## config.mk

```make
export PLATFORM = sky130hd
export DESIGN_NAME = duty_sequencer
export DESIGN_NICKNAME = d
export VERILOG_FILES = /design/src/rtl/duty_seq_pkg.sv /design/src/rtl/tick_divider.sv /design/src/rtl/duty_sequencer.sv
export SDC_FILE = /design/constraint.sdc
export NUM_CORES = 1
export LEC_CHECK = 0
export CORE_MARGIN = 3
export CORE_UTILIZATION = 40
export DETAILED_ROUTE_END_ITERATION = 12
export SYNTH_ARGS = -nofsm -noshare
export SYNTH_HDL_FRONTEND = slang
export SYNTH_HIERARCHICAL = 1
export SYNTH_SLANG_ARGS = --single-unit
```

## constraint.sdc

```tcl
create_clock -name clk -period 2.4 [get_ports clk]
set_input_delay 0.48 -clock clk [delete_from_list [all_inputs] [get_ports clk]]
set_output_delay 0.48 -clock clk [all_outputs]
set_load 0.05 [all_outputs]
```

## src/rtl/duty_seq_pkg.sv

```systemverilog
// Shared types and constants for the duty sequencer.
//   mode_e      : sequencer operating mode (SHIFT, FADE, STATIC, HOLD)
//   N_CH        : number of PWM channels
//   DUTY_W      : width of one duty value
//   duty_arr_t  : per-channel duty bank, unpacked, indexed 0..N_CH-1
//   shift_seed  : reset/SHIFT-entry duty value for a channel, {ch[3:0], 4'hF}
package duty_seq_pkg;

  localparam int N_CH   = 16;
  localparam int DUTY_W = 8;

  typedef enum logic [1:0] {
    SHIFT  = 2'b00,
    FADE   = 2'b01,
    STATIC = 2'b10,
    HOLD   = 2'b11
  } mode_e;

  typedef logic [DUTY_W-1:0] duty_arr_t [N_CH];

  function automatic logic [DUTY_W-1:0] shift_seed(input int ch);
    logic [3:0] idx;
    idx = ch[3:0];
    return {idx, 4'hF};
  endfunction

endpackage

```

## src/rtl/tick_divider.sv

```systemverilog
// Free-running step divider.
//   clk   : system clock
//   rst_n : asynchronous active-low reset, clears the count
//   tick  : high for the single cycle in which the count equals DIV-1
module tick_divider #(
  parameter int unsigned DIV = 2_000_000
) (
  input  logic clk,
  input  logic rst_n,
  output logic tick
);

  localparam logic [31:0] LAST = 32'(DIV - 1);

  logic [31:0] cnt_q;
  logic [31:0] cnt_d;

  // Decoded straight from the count so the pulse lines up with count == DIV-1.
  assign tick  = (cnt_q == LAST);
  assign cnt_d = tick ? '0 : cnt_q + 32'd1;

  // NOTE: sequential state uses non-blocking assignments so every register
  // samples the pre-edge values of the others, independent of block order.
  always_ff @(posedge clk or negedge rst_n) begin
    if (!rst_n) cnt_q <= '0;
    else        cnt_q <= cnt_d;
  end

endmodule

```

## src/rtl/duty_sequencer.sv

```systemverilog
// Sixteen-channel PWM duty sequencer with debounced mode select.
//   clk       : system clock
//   rst_n     : asynchronous active-low reset
//   switches  : raw board switches; [15:14] select mode, [15:0] are STATIC data
//   duty      : registered per-channel duty values
//   step_tick : one-cycle pulse per sequence step (runs in every mode)
//   mode      : currently active, debounced mode
module duty_sequencer
  import duty_seq_pkg::*;
#(
  parameter int unsigned TICK_DIV        = 2_000_000,
  parameter int unsigned DEBOUNCE_CYCLES = 1_000_000,
  parameter int unsigned STEP            = 16
) (
  input  logic        clk,
  input  logic        rst_n,
  input  logic [15:0] switches,
  output duty_arr_t   duty,
  output logic        step_tick,
  output logic [1:0]  mode
);

  localparam logic [24:0]       STAB_MAX = 25'(DEBOUNCE_CYCLES - 1);
  localparam logic [DUTY_W-1:0] STEP_B   = DUTY_W'(STEP);
  localparam logic [DUTY_W-1:0] LVL_MAX  = '1;

  logic [15:0]       sync1_q, sync2_q;
  mode_e             cand_q, mode_q, mode_d, sync_mode;
  logic [24:0]       stab_q, stab_d;
  logic              mode_chg;
  logic [DUTY_W-1:0] level_q, level_d;
  logic              dir_down_q, dir_down_d;
  duty_arr_t         duty_q, duty_d;

  tick_divider #(.DIV(TICK_DIV)) u_tick_divider (
    .clk   (clk),
    .rst_n (rst_n),
    .tick  (step_tick)
  );

  assign sync_mode = mode_e'(sync2_q[15:14]);

  // Debounce: the candidate follows the synchronized select every cycle; the
  // stability counter measures how long the two have agreed.
  // NOTE: every always_comb output gets a default first, so no path leaves a
  // value unassigned and no latch is inferred.
  always_comb begin
    stab_d = stab_q;
    if (sync_mode != cand_q)    stab_d = '0;
    else if (stab_q != STAB_MAX) stab_d = stab_q + 25'd1;
  end

  assign mode_chg = (stab_q == STAB_MAX) && (cand_q != mode_q);
  assign mode_d   = mode_chg ? cand_q : mode_q;

  // Duty update. A mode change takes priority over a coincident step tick, so
  // the entry load (or, for STATIC/HOLD, a one-cycle hold) always wins.
  always_comb begin
    duty_d     = duty_q;
    level_d    = level_q;
    dir_down_d = dir_down_q;
    if (mode_chg) begin
      case (cand_q)
        SHIFT: for (int i = 0; i < N_CH; i++) duty_d[i] = shift_seed(i);
        FADE: begin
          level_d    = '0;
          dir_down_d = 1'b0;
          for (int i = 0; i < N_CH; i++) duty_d[i] = '0;
        end
        default: ;
      endcase
    end else begin
      case (mode_q)
        SHIFT: begin
          if (step_tick) begin
            duty_d[0] = duty_q[N_CH-1];
            for (int i = 1; i < N_CH; i++) duty_d[i] = duty_q[i-1];
          end
        end
        FADE: begin
          if (step_tick) begin
            // Saturate at the rails and reverse instead of wrapping.
            if (!dir_down_q) begin
              if (level_q > LVL_MAX - STEP_B) begin
                level_d    = LVL_MAX;
                dir_down_d = 1'b1;
              end else begin
                level_d = level_q + STEP_B;
              end
            end else begin
              if (level_q < STEP_B) begin
                level_d    = '0;
                dir_down_d = 1'b0;
              end else begin
                level_d = level_q - STEP_B;
              end
            end
            for (int i = 0; i < N_CH; i++) duty_d[i] = level_d;
          end
        end
        STATIC: begin
          for (int i = 0; i < N_CH; i++) duty_d[i] = sync2_q[i] ? LVL_MAX : '0;
        end
        default: ; // HOLD: duty frozen
      endcase
    end
  end

  always_ff @(posedge clk or negedge rst_n) begin
    if (!rst_n) begin
      sync1_q    <= '0;
      sync2_q    <= '0;
      cand_q     <= SHIFT;
      stab_q     <= '0;
      mode_q     <= SHIFT;
      level_q    <= '0;
      dir_down_q <= 1'b0;
      // NOTE: the duty bank is a flop array with a defined power-up pattern,
      // not a RAM, so it is reset element by element.
      for (int i = 0; i < N_CH; i++) duty_q[i] <= shift_seed(i);
    end else begin
      // Raw switches are asynchronous; only sync2_q is used downstream.
      sync1_q    <= switches;
      sync2_q    <= sync1_q;
      cand_q     <= sync_mode;
      stab_q     <= stab_d;
      mode_q     <= mode_d;
      level_q    <= level_d;
      dir_down_q <= dir_down_d;
      duty_q     <= duty_d;
    end
  end

  assign duty = duty_q;
  assign mode = mode_q;

endmodule
```

==> metrics.md, run 1 <==
| Metric | Value |
|---|---|
| Status | `finished, violations left` |
| Failing checks | `negative setup slack` |
| Post-synth ARST share | `1.00` |
| Critical Path RT | `1.92 ns` |
| Clock slew at reported path FFs | `0.06 ns` |
| Filler Cells Inserted | `2336` |
| Mapped Area | `0.0111 sq mm` |
| WS Path Type | `flip-flop to output port` |
| Hold Fails Final Rpt | `0` |
| Vias per cell | `~5.7` |
| Slew @ Worst Pin | `about 0.64 ns` |
| Die X | `173 um` |
| Final ANT Viol Nets | `0` |
| Final setup viols | `1` |
| Htree depth | `1` |
| First-pass GRT wire length | `between 50000 and 60000 um` |
| Post-synthesis register bit count | `230` |
| Post-synth EDFFs | `0` |
| Worst setup SP type | `flip-flop` |
| Total GRT Usage | `0.216` |
| Fmax | `0.412 GHz` |
| Remaining global-route overflow | `0` |
| RSZ-0062 raised after global routing | `yes` |
| CTS tree | `done` |
| Inst Count DP | `1567` |
| Initial core utilization | `0.409` |
| Yosys warnings | `6` |
| Nets | `1265` |
| DRT Pass-1 Iters | `4` |
| Post-Syn Instances | `1020` |
| Crit share post-route | `1.01` |
| FP Rows | `60` |
| Final WS setup | `-0.0282 ns` |
| Area grow syn2layout | `38.3%` |
| Post-synthesis cell type count | `65` |
| Max IR drop VDD | `0.362 mV` |
| DRC | `0` |
| Initial antenna violation count | `0` |
| Vias in the first global route | `9319` |
| Leading area contributor after synthesis | `dfrtp_1` |
| Vias | `9307` |
| Pin count of the biggest net entering global routing | `66` |
| Fin. max-slew vios | `0` |
| Pre-CTS setup slack | `just over 0.05 ns` |
| Top-area cell type share of the netlist area | `0.302` |
| RePlAce Congestion | `0.825` |
| Final HPWL DP | `21400 um` |
| Syn nets | `1046` |
| Min Hold Slack | `roughly 0.35 ns` |
| P per Cell Area | `521 mW/mm^2` |
| Cts bufs inserted | `26` |
| DIE AREA | `0.0298 sq mm` |
| Layout cells sized above 1 | `0.285` |
| Routed WL | `approximately 34000 um` |
| IO Port Bufs | `148` |
| Die Y | `173 um` |
| N_diodes | `0` |
| Setup TNS | `-0.0282 ns` |
| Fin crit period | `2.43 ns` |
| Crit-path max FO | `2` |
| Clock Path Buffers | `3` |
| Wire per inst | `approximately 21 um` |
| Slew margin rel. | `0.570` |
| Area of the core | `~0.027 sq mm` |
| # clock sinks | `230` |
| Power consumption | `7.99 mW` |
| Syn avg cell area | `between 10 and 15 sq um` |
| Worst Setup End Kind | `output port` |
| 1st-iter DRT viols | `888` |
| Primary FF master, synth | `dfrtp_1` |
| Final Skew | `0.00893 ns` |
| Worst Hold Class | `flip-flop to flip-flop` |
| CTS root buffer | `clkbuf_16` |
| Finished Layout Cells | `1631` |
| Synth top area cells | `dfrtp_1 (30%), dfstp_2 (23%), o211ai_1 (4.7%)` |
| Sequential share of the synthesized area | `0.530` |
| Leakage | `between 6 and 7 nW` |
| Clock Latency Late Sink | `0.52 ns` |
| Crit path DAT | `1.95 ns` |
| IO Pins | `149` |
| Max-cap viol count | `0` |
==> registers in the layout (all words and copies together) (netlist names) <==
signal / flops
duty: 128
u_tick_divider/cnt_q: 32
stab_q: 25
sync1_q: 16
sync2_q: 16
level_q: 8
cand_q: 2
mode: 2
dir_down_q: 1
==> area by class of cell <==
| class | instances | area (sq um) | share of cell area |
|---|---|---|---|
| clock buffers | 43 | 786 | 0.0512 |
| inverters | 11 | 41.3 | 0.00269 |
| flip-flops and latches | 230 | 5880 | 0.383 |
| clock inverters | 5 | 51.3 | 0.00334 |
| well taps | 372 | 465 | 0.0303 |
| multi-input cells | 708 | 5370 | 0.350 |
| repair buffers | 262 | 2750 | 0.179 |
==> layout by cell type (no fill, tap or decap), drive strengths merged, types with 31 or more instances in the layout <==
cell / count
o211ai: 70
a211oi: 49
nor2: 102
clkdlybuf4s50: 76
nand2: 92
dlymetal6s2s: 37
xnor2: 37
clkbuf: 49
dlygate4sd2: 33
dfrtp: 134
nand3: 31
buf: 109
a2bb2oi: 64
dfstp: 96
==> critical path, stage by stage (launching register included) <==
cell and delay, ns:
dfrtp_1 0.41, nor4b_4 0.33, nand3_2 0.15, nor4_4 0.26, buf_6 0.15, buf_12 0.13
==> routing by layer <==
metal	track usage	vias up	share of wire
met2	0.327	280	0.45
met1	0.330	4735	0.47
li1	-	4250	-
met5	0	-	0
met3	0.0309	42	0.053
met4	0.0490	0	0.019
==> path summary, 6_finish.rpt <==
| path | startpoint | to | cells past startpoint | slack [ns] |
|---|---|---|---|---|
| max | u_tick_divider/cnt_q[7] | step_tick | 5 | -0.03 |
| min | sync1_q[15] | sync2_q[15] | 0 | 0.35 |
| max reg2reg | mode[0] | duty[30] | 8 | 0.05 |
| min reg2reg | sync1_q[15] | sync2_q[15] | 0 | 0.35 |
| max in group asynchronous | rst_n | duty[50] | 3 | 1.17 |
| min in group asynchronous | rst_n | stab_q[20] | 2 | 0.48 |
==> logic make-up (layout without fill, tap and decap cells) <==
| group | Yosys count | count (layout) | synth area share |
|---|---|---|---|
| AND/OR/NAND/NOR | 322 | 322 | 0.141 |
| AO/OA/AOI/OAI | 312 | 312 | 0.231 |
| flip-flops | 230 | 230 | 0.530 |
| buffers and inverters | 82 | 321 | 0.0318 |
| XOR/XNOR | 50 | 50 | 0.0395 |
| multiplexers | 16 | 16 | 0.0173 |
| adder cells (fa/ha/maj) | 8 | 8 | 0.00902 |
==> synthesized netlist by cell type, drive strengths merged (6+ instances only) <==
cell type / number
nand2: 92
o22a: 8
a22o: 10
nor2: 102
o21ai: 13
and4: 6
a211o: 16
xnor2: 37
a21o: 20
nor4: 11
a21oi: 17
ha: 8
dfrtp: 134
a21boi: 19
and3: 9
nor3: 23
o211ai: 70
or3: 7
o221a: 8
dfstp: 96
xor2: 13
mux2: 12
clkbuf: 49
buf: 22
nand4: 23
inv: 11
a211oi: 49
a2bb2oi: 64
nand3: 31
==> where the power goes <==
part           leakage (nW)  internal (mW)  switching, mW
logic                  3.70         0.0526          0.111
clock network         0.405           2.33           1.56
registers              2.77           3.92         0.0157
total                  6.87           6.30           1.69
==> per-stage QoR <==
stage | util | instance area, sq um
4_1_cts | 0.552 | 15000
5_1_grt | 0.566 | 15300
3_5_place_dp | 0.520 | 14100
2_1_floorplan | - | 11600
6_report | 0.566 | 15300
3_3_place_gp | 0.520 | 14100
==> timing repair <==
item / CTS / global route
hold buffers: 1 / 0
gates resized for setup: 37 / 52
gates cloned: 0 / 8
endpoints found under the hold margin: 35 / 0
setup endpoints to repair: 34 / 164
pin swaps: 4 / 5
setup buffers: 5 / 3
No activity file was read; power rests on OpenSTA's default activity.
==> run 2: changes to the inputs <==
- CTS_CLUSTER_SIZE: not set -> 25
==> results of run 2 <==
Same layout as run 1: the final DEF is identical, and so are final timing and power.
==> run 3: changes to the inputs <==
- ABC_AREA: not set -> 1
==> run 3 against run 2 <==
Against the previous run:
- the flow now finishes without violations
- via count up 29%
- highest routed layer unchanged
- power up 4.3%
- global-route usage up 0.96 points
- sequential share of layout area down 1.6 points
- worst hold slack worse by 0.030 ns
==> metrics.md, run 3 <==
| Metric | Value |
|---|---|
| Layout cells sized above 1 | `0.196` |
| Worst Hold Class | `flip-flop to flip-flop` |
| Clk pwr share | `0.508` |
| Status | `finished, final reports clean` |
| Total GRT Usage | `0.226` |
| Initial core utilization | `0.408` |
| Post-synthesis register bit count | `230` |
| Leading area contributor after synthesis | `dfrtp_1` |
| Primary FF master, synth | `dfrtp_1` |
| Crit path DAT | `1.88 ns` |
| Top-area cell type share of the netlist area | `0.260` |
| P per Cell Area | `520 mW/mm^2` |
| Cell internal pwr | `~6.5 mW` |
| DRC | `0` |
| Fin util | `0.507` |
| Most common cell after layout, fill and taps aside | `nand2_1` |
| Syn nets | `1803` |
| Sw frac | `0.217` |
| Mapped Area | `0.0129 sq mm` |
| Placed instance area | `0.0151 sq mm` |
| Leakage | `8.62 nW` |
| Pin count of the biggest net entering global routing | `97` |
| Max FFs per register | `~130` |
| Initial antenna violation count | `0` |
| Synth top area cells | `dfrtp_1 (26%), nand2_1 (23%), dfstp_2 (20%)` |
| Fin. max-slew vios | `0` |
| IO Pins | `between 100 and 150` |
| Nets | `1976` |
| Max-cap viol count | `0` |
| Final setup viols | `0` |
| Clock Path Buffers | `3` |
| Max IR drop VDD | `between 0.4 and 0.5 mV` |
| CTS tree | `done` |
| IO Port Bufs | `148` |
| Clock slew at reported path FFs | `0.06 ns` |
| Slowest-stage cell, CP | `clkdlybuf4s50_1` |
| RePlAce Congestion | `0.850` |
| Setup TNS | `0 ns` |
| Vias in the first global route | `11.5k` |
| Fmax | `0.423 GHz` |
| N_diodes | `0` |
| Buffers and inverters on the worst path | `1` |
| Area of the core | `0.0316 sq mm` |
| Worst setup SP type | `flip-flop` |
| Delay-heaviest family, CP | `buffers and inverters` |
| DRT Pass-1 Iters | `5` |
| Vias | `12.0k` |
| Most common cell in the netlist | `nand2_1` |
| Commonest cells after routing, fill and taps aside | `nand2_1 (773), nand3_1 (147), dfrtp_1 (131)` |
| Post-synth ARST share | `1.00` |
| WS Path Type | `flip-flop to output port` |
| Crit share post-route | `0.985` |
| Final ANT Viol Nets | `0` |
| Wire per inst | `16.6 um` |
| Pre-CTS setup slack | `0.216 ns` |
| Slew @ Worst Pin | `~0.59 ns` |
| Routed WL | `39400 um` |
| Hold Fails Final Rpt | `0` |
| Min Hold Slack | `0.316 ns` |
| Final HPWL DP | `25800 um` |
| P_sw | `1.81 mW` |
| Critical Path RT | `between 1.5 and 2 ns` |
| Post-synth EDFFs | `0` |
| Fin crit period | `2.36 ns` |
| Syn avg cell area | `7.26 sq um` |
| CTS root buffer | `clkbuf_16` |
| Slowest stage delay, CP | `approximately 0.8 ns` |
| Final Skew | `0.0363 ns` |
| Area grow syn2layout | `24.2%` |
| Sequential power share | `0.473` |
| 1st-iter DRT viols | `905` |
| Remaining global-route overflow | `0` |
| Htree depth | `1` |
| Post-synthesis cell type count | `34` |
| Post-Syn Instances | `around 1.8k` |
| DIE AREA | `0.0344 sq mm` |
| Vias per cell | `5.05` |
| Crit-path max FO | `3` |
| Slew margin rel. | `0.605` |
| Most instantiated cells after synthesis | `nand2_1 (774), nand3_1 (150), dfrtp_1 (134), nor2_1 (127), or2_2 (113)` |
| # clock sinks | `230` |
| Combinational share of power | `0.019` |
| Final Cell Area | `roughly 0.016 sq mm` |
| Die Y | `~190 um` |
| Die X | `between 150 and 200 um` |
| Final WS setup | `0.0358 ns` |
| First-pass GRT wire length | `62600 um` |
| Worst path cell trace | `clkdlybuf4s50_1` |
| Worst Setup End Kind | `output port` |
| Yosys warnings | `6` |
| Sequential share of the synthesized area | `0.455` |
| FP Rows | `65` |
| Cts bufs inserted | `28` |
| RSZ-0062 raised after global routing | `yes` |
| Clock Latency Late Sink | `0.57 ns` |
[run 3: cell types whose count changed after synthesis, moves of 50 or more]
cell      delta
inv_1       +87
o211ai_1    -69
nand3_1    +119
nand2_1    +682
o21ai_0     +50
or2_2      +113
[run 3: worst paths after layout]
check / start / end / slack [ns] / depth (start not counted)
setup / recovery: duty[123] / duty[123] / 0.04 / 1
hold / removal: sync1_q[10] / sync2_q[10] / 0.32 / 0
setup reg to reg: stab_q[0] / duty[119] / 0.18 / 12
hold reg to reg: sync1_q[10] / sync2_q[10] / 0.32 / 0
max in group asynchronous: rst_n / duty[98] / 1.14 / 3
min in group asynchronous: rst_n / duty[12] / 0.50 / 2
[run 3: final cells by class]
| class | instances | area [sq um] |
|---|---|---|
| Fill cell | 3147 | 15600 |
| Multi-Input combinational cell | 1361 | 6210 |
| Sequential cell | 230 | 5880 |
| Timing Repair Buffer | 226 | 2130 |
| Clock buffer | 45 | 825 |
| Tap cell | 402 | 503 |
| Inverter | 103 | 387 |
| Clock inverter | 7 | 98.8 |
[run 3: per-layer routing]
metal,GRT usage,vias up,share of wire,wire length [um]
li1,-,5880,-,-
met1,0.328,5708,0.47,18500
met2,0.360,347,0.46,17900
met3,0.0283,58,0.054,2120
met4,0.0575,0,0.021,836
met5,0,-,0,0
[run 3: power by group through the flow]
stage / Clock (mW) / Sequential, mW / Combinational [mW]
3_3_place_gp: 0 / 4.00 / 0.161
3_5_place_dp: 0 / 4.00 / 0.164
4_1_cts: 4.34 / 3.94 / 0.167
6_report: 4.23 / 3.94 / 0.160
2_1_floorplan: 0 / 3.99 / 0.0234
5_1_grt: 4.49 / 3.94 / 0.183
[run 3: kinds of logic after synthesis]
kind of cell,Yosys count,share of synthesized area
simple gates,1233,0.413
flops,230,0.455
buf+inv,186,0.0688
compound gates,97,0.0394
xor+xnor,23,0.0156
fa+ha+maj,8,0.00776
[run 3: timing repair]
| item | in CTS | in global routing |
|---|---|---|
| setup buffers | 1 | 8 |
| gates resized for setup | 90 | 14 |
| endpoints found under the hold margin | 12 | 0 |
| hold buffers | 1 | 0 |
| gates cloned | 0 | 1 |
| endpoints found under the setup margin | 90 | 22 |
| pin swaps | 1 | 4 |
[run 3: stage by stage]
step,power [mW],instances
6_report,8.33,2374
5_1_grt,8.61,2374
4_1_cts,8.44,2365
3_5_place_dp,4.16,2311
3_3_place_gp,4.16,2311
2_1_floorplan,4.02,1777
